## config.mk

```make
export PLATFORM = sky130hd
export DESIGN_NAME = iter_seq_control
export DESIGN_NICKNAME = d
export VERILOG_FILES = /design/src/rtl/iter_seq_control_pkg.sv /design/src/rtl/iter_seq_control_iter_counter.sv /design/src/rtl/iter_seq_control.sv
export SDC_FILE = /design/constraint.sdc
export NUM_CORES = 1
export LEC_CHECK = 0
export CORE_UTILIZATION = 42
export CTS_CLUSTER_SIZE = 8
export DETAILED_ROUTE_END_ITERATION = 8
export PLACE_DENSITY_LB_ADDON = 0.05
export SYNTH_ARGS = -nofsm -noshare
export SYNTH_HDL_FRONTEND = slang
export SYNTH_SLANG_ARGS = --single-unit
export TNS_END_PERCENT = 20
```

## constraint.sdc

```tcl
create_clock -name clock -period 1.95 [get_ports clock]
set_clock_uncertainty 0.2 [all_clocks]
set_input_delay 0.39 -clock clock [delete_from_list [all_inputs] [get_ports clock]]
set_output_delay 0.39 -clock clock [all_outputs]
set_load 0.01 [all_outputs]
```

## src/rtl/iter_seq_control_pkg.sv

```systemverilog
//------------------------------------------------------------------------------
// Module  : iter_seq_control_pkg
// Brief   : Shared types and defaults for the iterative-datapath sequencer.
//           Holds the FSM state encoding and the default job geometry used
//           by iter_seq_control and iter_counter.
// Revision: 1.0  initial release
//------------------------------------------------------------------------------
`default_nettype none

package iter_seq_control_pkg;

    // Sequencer states: IDLE waits for a job, RUN issues iteration enables.
    typedef enum logic [0:0] {
        ST_IDLE = 1'b0,
        ST_RUN  = 1'b1
    } state_t;

    // Default job geometry: 32 iterations, 4-bit job tag.
    localparam int c_n_iter_default = 32;
    localparam int c_tag_w_default  = 4;

endpackage : iter_seq_control_pkg

`default_nettype wire

```

## src/rtl/iter_seq_control_iter_counter.sv

```systemverilog
//------------------------------------------------------------------------------
// Module  : iter_counter
// Brief   : Modulo-N_ITER up-counter with synchronous clear. Provides the
//           iteration index and a flag marking the final iteration.
// Ports   : clock   - system clock, rising edge
//           reset   - synchronous active-high reset (count -> 0)
//           clr     - synchronous clear (count -> 0)
//           inc     - advance the count by one, wrapping at N_ITER-1
//           count   - current iteration index, 0..N_ITER-1
//           at_last - count == N_ITER-1
// Revision: 1.0  initial release
//------------------------------------------------------------------------------
`default_nettype none

module iter_counter #(
    parameter int N_ITER = 32,
    parameter int CNT_W  = $clog2(N_ITER)
) (
    input  logic             clock,
    input  logic             reset,
    input  logic             clr,
    input  logic             inc,
    output logic [CNT_W-1:0] count,
    output logic             at_last
);

    localparam logic [CNT_W-1:0] c_last = CNT_W'(N_ITER - 1);

    logic [CNT_W-1:0] r_count;

    // Wrap is explicit at N_ITER-1, so non-power-of-two N_ITER never lets
    // the index run past the last iteration.
    always_ff @(posedge clock) begin
        if (reset || clr) begin
            r_count <= '0;
        end else if (inc) begin
            if (r_count == c_last) begin
                r_count <= '0;
            end else begin
                r_count <= r_count + CNT_W'(1);
            end
        end
    end

    assign count   = r_count;
    assign at_last = (r_count == c_last);

endmodule : iter_counter

`default_nettype wire

```

## src/rtl/iter_seq_control.sv

```systemverilog
//------------------------------------------------------------------------------
// Module  : iter_seq_control
// Brief   : Job sequencer for iterative (CORDIC-style) datapaths. Each
//           accepted start runs N_ITER enable cycles, publishes the iteration
//           index with first/last flags and ends with a one-cycle done pulse
//           carrying the job tag. A one-deep pending buffer gives zero-bubble
//           back-to-back jobs; abort cancels running and pending work.
// Ports   : clock, reset          - clock / synchronous active-high reset
//           start, start_tag      - job request and its tag
//           abort                 - synchronous cancel
//           start_ready           - low only while a job is pending
//           enable, iter          - datapath enable and iteration index
//           first, last           - first / last iteration flags
//           run_tag               - tag of the running job
//           done, done_tag        - completion pulse and completed job tag
//           busy                  - running or holding a pending job
// Revision: 1.0  initial release
//------------------------------------------------------------------------------
`default_nettype none

module iter_seq_control
    import iter_seq_control_pkg::*;
#(
    parameter int N_ITER = c_n_iter_default,   // legal range 2..1024
    parameter int TAG_W  = c_tag_w_default
) (
    input  logic                      clock,
    input  logic                      reset,
    input  logic                      start,
    input  logic [TAG_W-1:0]          start_tag,
    input  logic                      abort,
    output logic                      start_ready,
    output logic                      enable,
    output logic [$clog2(N_ITER)-1:0] iter,
    output logic                      first,
    output logic                      last,
    output logic [TAG_W-1:0]          run_tag,
    output logic                      done,
    output logic [TAG_W-1:0]          done_tag,
    output logic                      busy
);

    localparam int CNT_W = $clog2(N_ITER);

    state_t             r_state;
    logic               r_pend_valid;
    logic [TAG_W-1:0]   r_pend_tag;
    logic [TAG_W-1:0]   r_run_tag;
    logic               r_done;
    logic [TAG_W-1:0]   r_done_tag;

    logic               w_running;
    logic               w_accept;
    logic [CNT_W-1:0]   w_count;
    logic               w_at_last;

    assign w_running = (r_state == ST_RUN);
    // Abort wins over a simultaneous start.
    assign w_accept  = start & ~r_pend_valid & ~abort;

    // The counter only advances while running and wraps on the last
    // iteration, so it already sits at zero whenever a new job begins,
    // whether from IDLE, from the pending buffer or through the bypass.
    iter_counter #(
        .N_ITER (N_ITER),
        .CNT_W  (CNT_W)
    ) u_iter_counter (
        .clock   (clock),
        .reset   (reset),
        .clr     (abort),
        .inc     (w_running),
        .count   (w_count),
        .at_last (w_at_last)
    );

    always_ff @(posedge clock) begin
        if (reset) begin
            r_state      <= ST_IDLE;
            r_pend_valid <= 1'b0;
            r_pend_tag   <= '0;
            r_run_tag    <= '0;
            r_done       <= 1'b0;
            r_done_tag   <= '0;
        end else if (abort) begin
            r_state      <= ST_IDLE;
            r_pend_valid <= 1'b0;
            r_done       <= 1'b0;
        end else begin
            r_done <= 1'b0;
            case (r_state)
                ST_IDLE: begin
                    if (w_accept) begin
                        r_state   <= ST_RUN;
                        r_run_tag <= start_tag;
                    end
                end
                ST_RUN: begin
                    if (w_at_last) begin
                        r_done     <= 1'b1;
                        r_done_tag <= r_run_tag;
                        if (r_pend_valid) begin
                            // Pending job starts immediately: done and first
                            // land on the same cycle.
                            r_run_tag    <= r_pend_tag;
                            r_pend_valid <= 1'b0;
                        end else if (w_accept) begin
                            // Start arriving on the last cycle bypasses the
                            // pending buffer.
                            r_run_tag <= start_tag;
                        end else begin
                            r_state <= ST_IDLE;
                        end
                    end else if (w_accept) begin
                        r_pend_tag   <= start_tag;
                        r_pend_valid <= 1'b1;
                    end
                end
                default: begin
                    r_state <= ST_IDLE;
                end
            endcase
        end
    end

    assign start_ready = ~r_pend_valid;
    assign enable      = w_running;
    assign iter        = w_count;
    assign first       = w_running & (w_count == '0);
    assign last        = w_running & w_at_last;
    assign run_tag     = r_run_tag;
    assign done        = r_done;
    assign done_tag    = r_done_tag;
    assign busy        = w_running | r_pend_valid;

endmodule : iter_seq_control

`default_nettype wire

```

==> results.toml, run 1 <==
[status]
status = "finished, violations left"
failed_checks = "negative setup slack"

[worst_setup_path]
cp_max_fo = 2
crit_top_cell = "ha_4"
worst_ep_required_time_ps = 1360
reg2reg_slack_ps = 30
crit_type = "flip-flop to primary output"
reg2reg_depth = 8
cp_cell_sequence = "ha_4, and3_4, ha_4, and2_4, buf_6"
r2r-end = "run_tag[1]"
cp_num_buf_inv = 1
r2r_start = "u_iter_counter.count[0]"
arrival_ps = 1420
critPathSlowestCell = "dfxtp_2"
critPathCaptureType = "primary output"
critPathTopFamily = "flip-flops"
slowest_delay_ps = 360
crit_path_start_kind = "flip-flop"

[place]
dp.cells = 171
pre_cts_slack_ps = -156
port_buffers = 26
gp_congestion = 0.761
dpl.hpwl_mm = 1.64

[layout]
n_antenna_cell = 0
fin_nets = 160
drive_gt1_frac = 0.272
area_growth_pct = 49.9
finalNonFillerCells = 175

[clock_network]
post_cts_buffers = 0
root_buffer = "clkbuf_4"
cts.sinks = 20
ctsLongestPathBuffers = 2
clk_pin_slew_ps = 120
cts_tree = "built"
cts_made_buffers = 3
clock_latency_ps = 300
htree_levels = 1

[sta]
slew_violations = 0
clock.fmax_ghz = 0.498
slew_headroom = 0.809
worst_slew_pin_slew_ps = 284
rsz0062_at_grt = "true"
setup_tns_ps = -59.6
period_share = 1.03
setup_slack_ps = -59.6
finalWorstPathRequiredPeriod_ps = 2010
timing_hold_violations_final = 0
final-setup-viol-count = 1

[synth]
synth_enable_flop_cells = 0
yosysSeqAreaShare = 0.405
synth_seq_cells = 20
syn_area_um2 = 988
syn_area_per_cell_um2 = 9.15
synth.most_common_cell = "dfxtp_1"
synthFlopType = "dfxtp_1"
ys.warnings.count = 0
synth_top_area_share = 0.405
synth_area_leaders = "dfxtp_1 41%, mux2i_1 7.1%, a21oi_1 5.6%, ha_1 5.1%, nand3b_1 4.6%"
yosysUniqueCellTypes = 30
netlist_instances = 108
ys_top_cells_by_count = "20 x dfxtp_1, 11 x a21oi_1, 11 x nor2_1"
yosys.area.top_type = "dfxtp_1"
syn_nets = 120
async_reset_ff_frac = 0

[worst_hold_path]
hold_start = "r_pend_tag[1]"
hold_depth = 2
hold_class = "flip-flop to flip-flop"
hold_end = "r_pend_tag[1]"

[drt]
ant_nets = 0
post_drt_wl_per_cell_um = 13.2
drtIter0Drc = 10
wl_met1_mm = 1.19
first_pass_iters = 4
via_per_inst = 5.21
dr.max_layer_used = "met4"
wl_mm = 2.31
wl_met2_mm = 1.01
drc = 0
wl_met3_um = 85
num_vias = 911

[floorplan]
coreArea_mm2 = 0.00221
io_pins = 27
num_rows = 17
die_w_um = 50.5
dieArea_mm2 = 0.00255
die_y_um = 50.5
start_util = 0.447

[run]
maxCapViolations = 0

[power_and_ir_drop]
ir_drop_mv = 0.468
leakagePower_uw = 0.000617
p_total_uw = 871
p_per_area_mw_per_mm2 = 588

[grt]
grt_pass1_vias = 868
antenna_found_initial = 0
track_usage = 0.203
grt_first_pass_wirelength_mm = 3.92
overflow = 0
grt_max_degree = 14
worst max-delay path by stage:
stage	from	end	depth (start not counted)
after floorplan	u_iter_counter.count[0]	run_tag[2]	7
after global routing	u_iter_counter.count[0]	last	5
after CTS	u_iter_counter.count[0]	last	5
after detailed placement	u_iter_counter.count[0]	last	5
final	u_iter_counter.count[0]	last	5
after global placement	u_iter_counter.count[0]	last	5
per-stage QoR:
stage               hold WS (ps)  cell area [um^2]  utilization
finish                       289              1480        0.670
global route                 323              1480        0.670
detailed placement           271              1360        0.617
global placement             259              1360        0.617
floorplan                    254               988            -
CTS                          288              1430        0.645
power by group:
| group | switching, uW | internal (uW) |
|---|---|---|
| sequential | 6.71 | 416 |
| clock | 136 | 208 |
| combinational | 48.5 | 56.4 |
cells in the final DEF, fill, tap and decap left out, types with 2 or more instances in the layout:
cell type	netlist	routed
nand3_1	4	4
ha_4	0	3
xor2_1	2	2
o21ai_0	5	4
clkbuf_4	0	3
nand2_1	4	4
a21bo_1	2	2
a21oi_1	11	9
mux2i_1	7	7
buf_4	0	17
a2111o_1	3	3
o31ai_1	4	3
dfxtp_1	20	14
clkdlybuf4s50_1	0	21
dfxtp_2	0	6
dlymetal6s2s_1	0	2
inv_1	4	4
a21oi_2	0	2
nand3b_1	6	6
nor2_1	11	11
timing repair:
item | in CTS | in global routing
hold buffers | 0 | 0
setup endpoints to repair | 6 | 17
resized for setup | 16 | 14
pin swaps | 0 | 4
registers in the layout, indices dropped and copies added, names as in the netlist:
register and count:
u_iter_counter.count 5, done_tag 4, r_pend_tag 4, run_tag 4
done 1, enable 1, r_pend_valid 1
per-layer routing:
| metal | GRT usage | up-vias |
|---|---|---|
| met5 | 0 | - |
| met4 | 0.0694 | 0 |
| met3 | 0.0364 | 4 |
| met2 | 0.300 | 20 |
| met1 | 0.295 | 425 |
| li1 | - | 462 |
final cells by class:
class | instances | area, um^2
Fill cell | 194 | 731
Tap cell | 28 | 35.0
Sequential cell | 20 | 408
Clock buffer | 3 | 22.5
Inverter | 4 | 15.0
Multi-Input combinational cell | 76 | 583
Clock inverter | 1 | 30.0
Timing Repair Buffer | 43 | 388
worst min-delay path, delay by kind of cell (launching register included):
kind	cells	cell delay, ps
AOI/OAI and AO/OA	2	120
DFF	1	330
kinds of logic after synthesis:
family | count (synthesis) | synth area share
compound gates | 27 | 0.185
xor+xnor | 2 | 0.0177
fa+ha+maj | 4 | 0.0506
buf+inv | 12 | 0.0633
flops | 20 | 0.405
mux | 7 | 0.0709
simple gates | 36 | 0.208
Power figures use the tool's default switching activity.
==> run 2, diff against run 1 <==
==> constraint.sdc (replaced) <==
create_clock -name clock -period 1.95 [get_ports clock]
set_clock_uncertainty 0.2 [all_clocks]
set_input_delay 0.2925 -clock clock [delete_from_list [all_inputs] [get_ports clock]]
set_output_delay 0.2925 -clock clock [all_outputs]
set_load 0.01 [all_outputs]
==> run 2 against run 1 <==
  * First-iteration DRC count rose by 40%
  * Sequential power about the same
  * Power down 0.23%
  * Non-clock buffer count stayed put
  * The run now ends clean
  * Critical path depth is the same
  * Critical endpoint unchanged
  * Register-to-register slack improved by 60 ps
==> results.toml, run 2 (synthesis results as in run 1) <==
[drt]
first_pass_iters = 4
drc = 0
num_vias = 903
drtIter0Drc = 14
wl_met3_um = 116
wl_mm = 2.24
wl_met2_um = 964
dr.max_layer_used = "met4"
wl_met1_mm = 1.12
via_per_inst = 5.16
post_drt_wl_per_cell_um = 12.8
ant_nets = 0

[grt]
grt_pass1_vias = 817
antenna_found_initial = 0
grt_max_degree = 14
overflow = 0
track_usage = 0.203
grt_first_pass_wirelength_mm = 3.84

[worst_setup_path]
worst_ep_required_time_ps = 1460
critPathCaptureType = "primary output"
crit_path_start_kind = "flip-flop"
critPathTopFamily = "flip-flops"
cp_num_buf_inv = 1
crit_type = "flip-flop to primary output"
crit_top_cell = "ha_2"
cp_max_fo = 2
arrival_ps = 1430
slowest_delay_ps = 350
critPathSlowestCell = "dfxtp_2"
cp_cell_sequence = "ha_2, and3_4, ha_2, and2_4, buf_6"

[sta]
worst_slew_pin_slew_ps = 257
slew_violations = 0
period_share = 0.987
finalWorstPathRequiredPeriod_ps = 1930
rsz0062_at_grt = "true"
holdWs_ps = 293
setup_tns_ps = 0
clock.fmax_ghz = 0.519
timing_hold_violations_final = 0
final-setup-viol-count = 0
slew_headroom = 0.827

[power_and_ir_drop]
p_total_uw = 869
ir_drop_mv = 0.396
leakagePower_uw = 0.000590
p_per_area_mw_per_mm2 = 600

[floorplan]
die_y_um = 50.5
num_rows = 17
io_pins = 27
coreArea_mm2 = 0.00221
die_w_um = 50.5
start_util = 0.447
dieArea_mm2 = 0.00255

[clock_network]
htree_levels = 1
cts_made_buffers = 3
hold_buffers = 0
clock_latency_ps = 310
clk_pin_slew_ps = 120
ctsLongestPathBuffers = 2
post_cts_buffers = 0
cts_tree = "built"
root_buffer = "clkbuf_4"
cts.sinks = 20

[layout]
n_antenna_cell = 0
fin_area_mm2 = 0.00145
finalNonFillerCells = 175
largest_register_ffs = 5
final_common_cell = "clkdlybuf4s50_1"
n_fill_cell = 186
area_growth_pct = 46.5
fin_nets = 160
drive_gt1_frac = 0.238
mostFrequentLayoutCells = "23 x clkdlybuf4s50_1, 17 x dfxtp_1, 17 x buf_4, 11 x nor2_1, 10 x a21oi_1"

[place]
port_buffers = 26
gp_congestion = 0.764
dp.cells = 171
place_area_mm2 = 0.00136
dpl.hpwl_mm = 1.64

[run]
maxCapViolations = 0

[worst_hold_path]
hold_class = "flip-flop to flip-flop"

[status]
status = "complete, no violations"
## run 2: cell types whose count changed in the layout (fill, tap and decap cells not counted), moves of 2 or more
cell / change
ha_4: -2
ha_2: +2
dfxtp_2: -3
dfxtp_1: +3
clkdlybuf4s50_1: +2
## run 2: timing repair
| action | CTS | global route |
|---|---|---|
| gates resized for setup | 13 | 6 |
| setup endpoints to repair | 10 | 6 |
| pin swaps | 0 | 5 |
## run 2: worst paths after layout
| check | from | endpoint | slack [ps] | cells after the start |
|---|---|---|---|---|
| max | u_iter_counter.count[1] | last | 20 | 5 |
| min | r_pend_tag[0] | r_pend_tag[0] | 290 | 2 |
| max reg2reg | u_iter_counter.count[1] | run_tag[3] | 90 | 8 |
| min reg2reg | r_pend_tag[0] | r_pend_tag[0] | 290 | 2 |
## run 2: stage by stage
step           setup WS (ps)  utilization
3_3_place_gp           -32.4        0.617
4_1_cts                -5.93        0.649
6_report                24.7        0.654
5_1_grt                -27.9        0.654
2_1_floorplan           35.1            -
3_5_place_dp           -76.8        0.617
## run 2: worst register-to-register path, cell delays in order (launching register included)
cell and delay [ps]:
dfxtp_2 360, ha_2 170, and3_4 180, buf_4 110
ha_4 140, nor2b_1 60, buf_4 160, a2111o_1 290
a21oi_1 130
## run 2: routing by layer
layer	global-route usage	up-vias
met4	0.111	0
met5	0	-
li1	-	464
met2	0.256	22
met1	0.314	413
met3	0.0364	4
## run 2: final cells by class
cell class | instances | area (um^2) | share of cell area
sequential | 20 | 404 | 0.279
tap | 28 | 35.0 | 0.0242
clock buffer | 3 | 22.5 | 0.0156
inverter | 4 | 15.0 | 0.0104
clock inverter | 1 | 30.0 | 0.0207
timing repair buffer | 43 | 387 | 0.267
multi-input combinational | 76 | 554 | 0.383
## run 2: where the power goes
group | leakage (uW) | total [uW] | internal [uW] | switching, uW
sequential | 0.000163 | 422 | 416 | 6.06
clock | 0.0000279 | 344 | 208 | 136
combinational | 0.000399 | 103 | 56.5 | 46.4
total | 0.000590 | 869 | 680 | 188
==> run 3, diff against run 2 <==
--- a/config.mk
+++ b/config.mk
@@ -9,6 +9,7 @@
 export CTS_CLUSTER_SIZE = 8
 export DETAILED_ROUTE_END_ITERATION = 8
 export PLACE_DENSITY_LB_ADDON = 0.05
+export SKIP_LAST_GASP = 1
 export SYNTH_ARGS = -nofsm -noshare
 export SYNTH_HDL_FRONTEND = slang
 export SYNTH_SLANG_ARGS = --single-unit
==> run 3 against run 2 <==
  * Worst setup slack got worse by 2.5 ps
  * Routed wire length rose by 0.22%
  * Register-to-register slack got worse by 50 ps
  * Clock power hardly changed
  * Power up 0.12%
  * Sequential share of layout area about the same
  * Global-route usage stayed put
  * Critical path type unchanged
==> results.toml, run 3 (synthesis results as in run 1) <==
[status]
status = "complete, no violations"

[floorplan]
dieArea_mm2 = 0.00255
num_rows = 17
start_util = 0.447
coreArea_mm2 = 0.00221
io_pins = 27
die_y_um = 50.5
die_w_um = 50.5

[clock_network]
cts_made_buffers = 3
htree_levels = 1
root_buffer = "clkbuf_4"
ctsLongestPathBuffers = 2
clk_pin_slew_ps = 130
cts_tree = "built"
clock_latency_ps = 310
cts.sinks = 20
hold_buffers = 0

[layout]
multiInputGateArea_um2 = 551
final_common_cell = "clkdlybuf4s50_1"
fin_nets = 160
seqCellArea_um2 = 404
drive_gt1_frac = 0.224
area_growth_pct = 46.3
n_antenna_cell = 0
mostFrequentLayoutCells = "24 x clkdlybuf4s50_1, 17 x dfxtp_1, 17 x buf_4, 11 x nor2_1, 11 x a21oi_1"
largest_register_ffs = 5
n_fill_cell = 188
fin_area_mm2 = 0.00145

[drt]
num_vias = 899
wl_mm = 2.25
ant_nets = 0
drtIter0Drc = 16
via_per_inst = 5.14
drc = 0
post_drt_wl_per_cell_um = 12.8
first_pass_iters = 4

[sta]
final-setup-viol-count = 0
holdWs_ps = 293
rsz0062_at_grt = "true"
slew_headroom = 0.824
timing_hold_violations_final = 0
finalWorstPathRequiredPeriod_ps = 1930
clock.fmax_ghz = 0.519
worst_slew_pin_slew_ps = 263
slew_violations = 0
period_share = 0.989
setup_tns_ps = 0

[grt]
grt_max_degree = 14
overflow = 0
grt_pass1_vias = 817
grt_first_pass_wirelength_mm = 3.84
track_usage = 0.203
antenna_found_initial = 0

[power_and_ir_drop]
p_total_uw = 870
leakagePower_uw = 0.000575
ir_drop_mv = 0.397
p_per_area_mw_per_mm2 = 601

[worst_setup_path]
worst_ep_required_time_ps = 1460
crit_path_start_kind = "flip-flop"
crit_type = "flip-flop to primary output"
r2r_start = "u_iter_counter.count[1]"
critPathCaptureType = "primary output"
arrival_ps = 1440
crit_start = "enable"
reg2reg_slack_ps = 40
cp_max_fo = 6

[place]
place_area_mm2 = 0.00136
gp_congestion = 0.764
port_buffers = 26
dpl.hpwl_mm = 1.64

[worst_hold_path]
hold_start = "r_pend_tag[0]"
hold_class = "flip-flop to flip-flop"

[run]
maxCapViolations = 0
run 3: changes by cell type in the layout (fill, tap and decap cells not counted):
cell             previous run  this run
a21oi_1                    10        11
a21oi_2                     1         0
clkbuf_2                    1         0
clkdlybuf4s15_1             0         1
clkdlybuf4s50_1            23        24
dlymetal6s2s_1              1         0
run 3: final cells by class:
class                           instances  share of cell area
Clock buffer                            3              0.0156
Clock inverter                          1              0.0208
Inverter                                4              0.0104
Multi-Input combinational cell         76               0.381
Sequential cell                        20               0.279
Tap cell                               28              0.0242
Timing Repair Buffer                   43               0.269
run 3: timing repair:
item / 4_1_cts / 5_1_grt
pin swaps: 0 / 3
resized for setup: 11 / 5
hold endpoints to repair: 0 / 0
endpoints found under the setup margin: 10 / 6
buffers inserted: 0 / 0
run 3: through the flow:
step / cells / setup slack (ps) / util
final: 175 / 22.2 / 0.654
after global routing: 175 / -39.4 / 0.654
after CTS: 175 / -26.8 / 0.648
after detailed placement: 171 / -76.8 / 0.617
after global placement: 171 / -32.4 / 0.617
after floorplan: 108 / 35.1 / -
run 3: worst paths after layout:
| path | endpoint | cells after the start |
|---|---|---|
| worst min-delay path | r_pend_tag[0] | 2 |
| worst max-delay path | busy | 2 |
| worst max register to register | run_tag[1] | 8 |
| worst min register to register | r_pend_tag[0] | 2 |
run 3: worst max-delay path, cell delays in order, from the launching register on:
cell and delay (ps):
dfxtp_2 360, or2_2 290, clkdlybuf4s50_1 480
run 3: report_power, final:
group | internal (uW) | leakage (uW) | switching (uW)
registers | 416 | 0.000163 | 6.18
clock network | 208 | 0.0000279 | 137
logic | 57.0 | 0.000384 | 46.0
run 3: layer usage:
metal / GRT usage / vias up / wire length (um)
met1: 0.314 / 417 / 1150
met5: 0 / - / 0
li1: - / 462 / -
met4: 0.111 / 0 / 38
met2: 0.256 / 16 / 965
met3: 0.0364 / 4 / 92
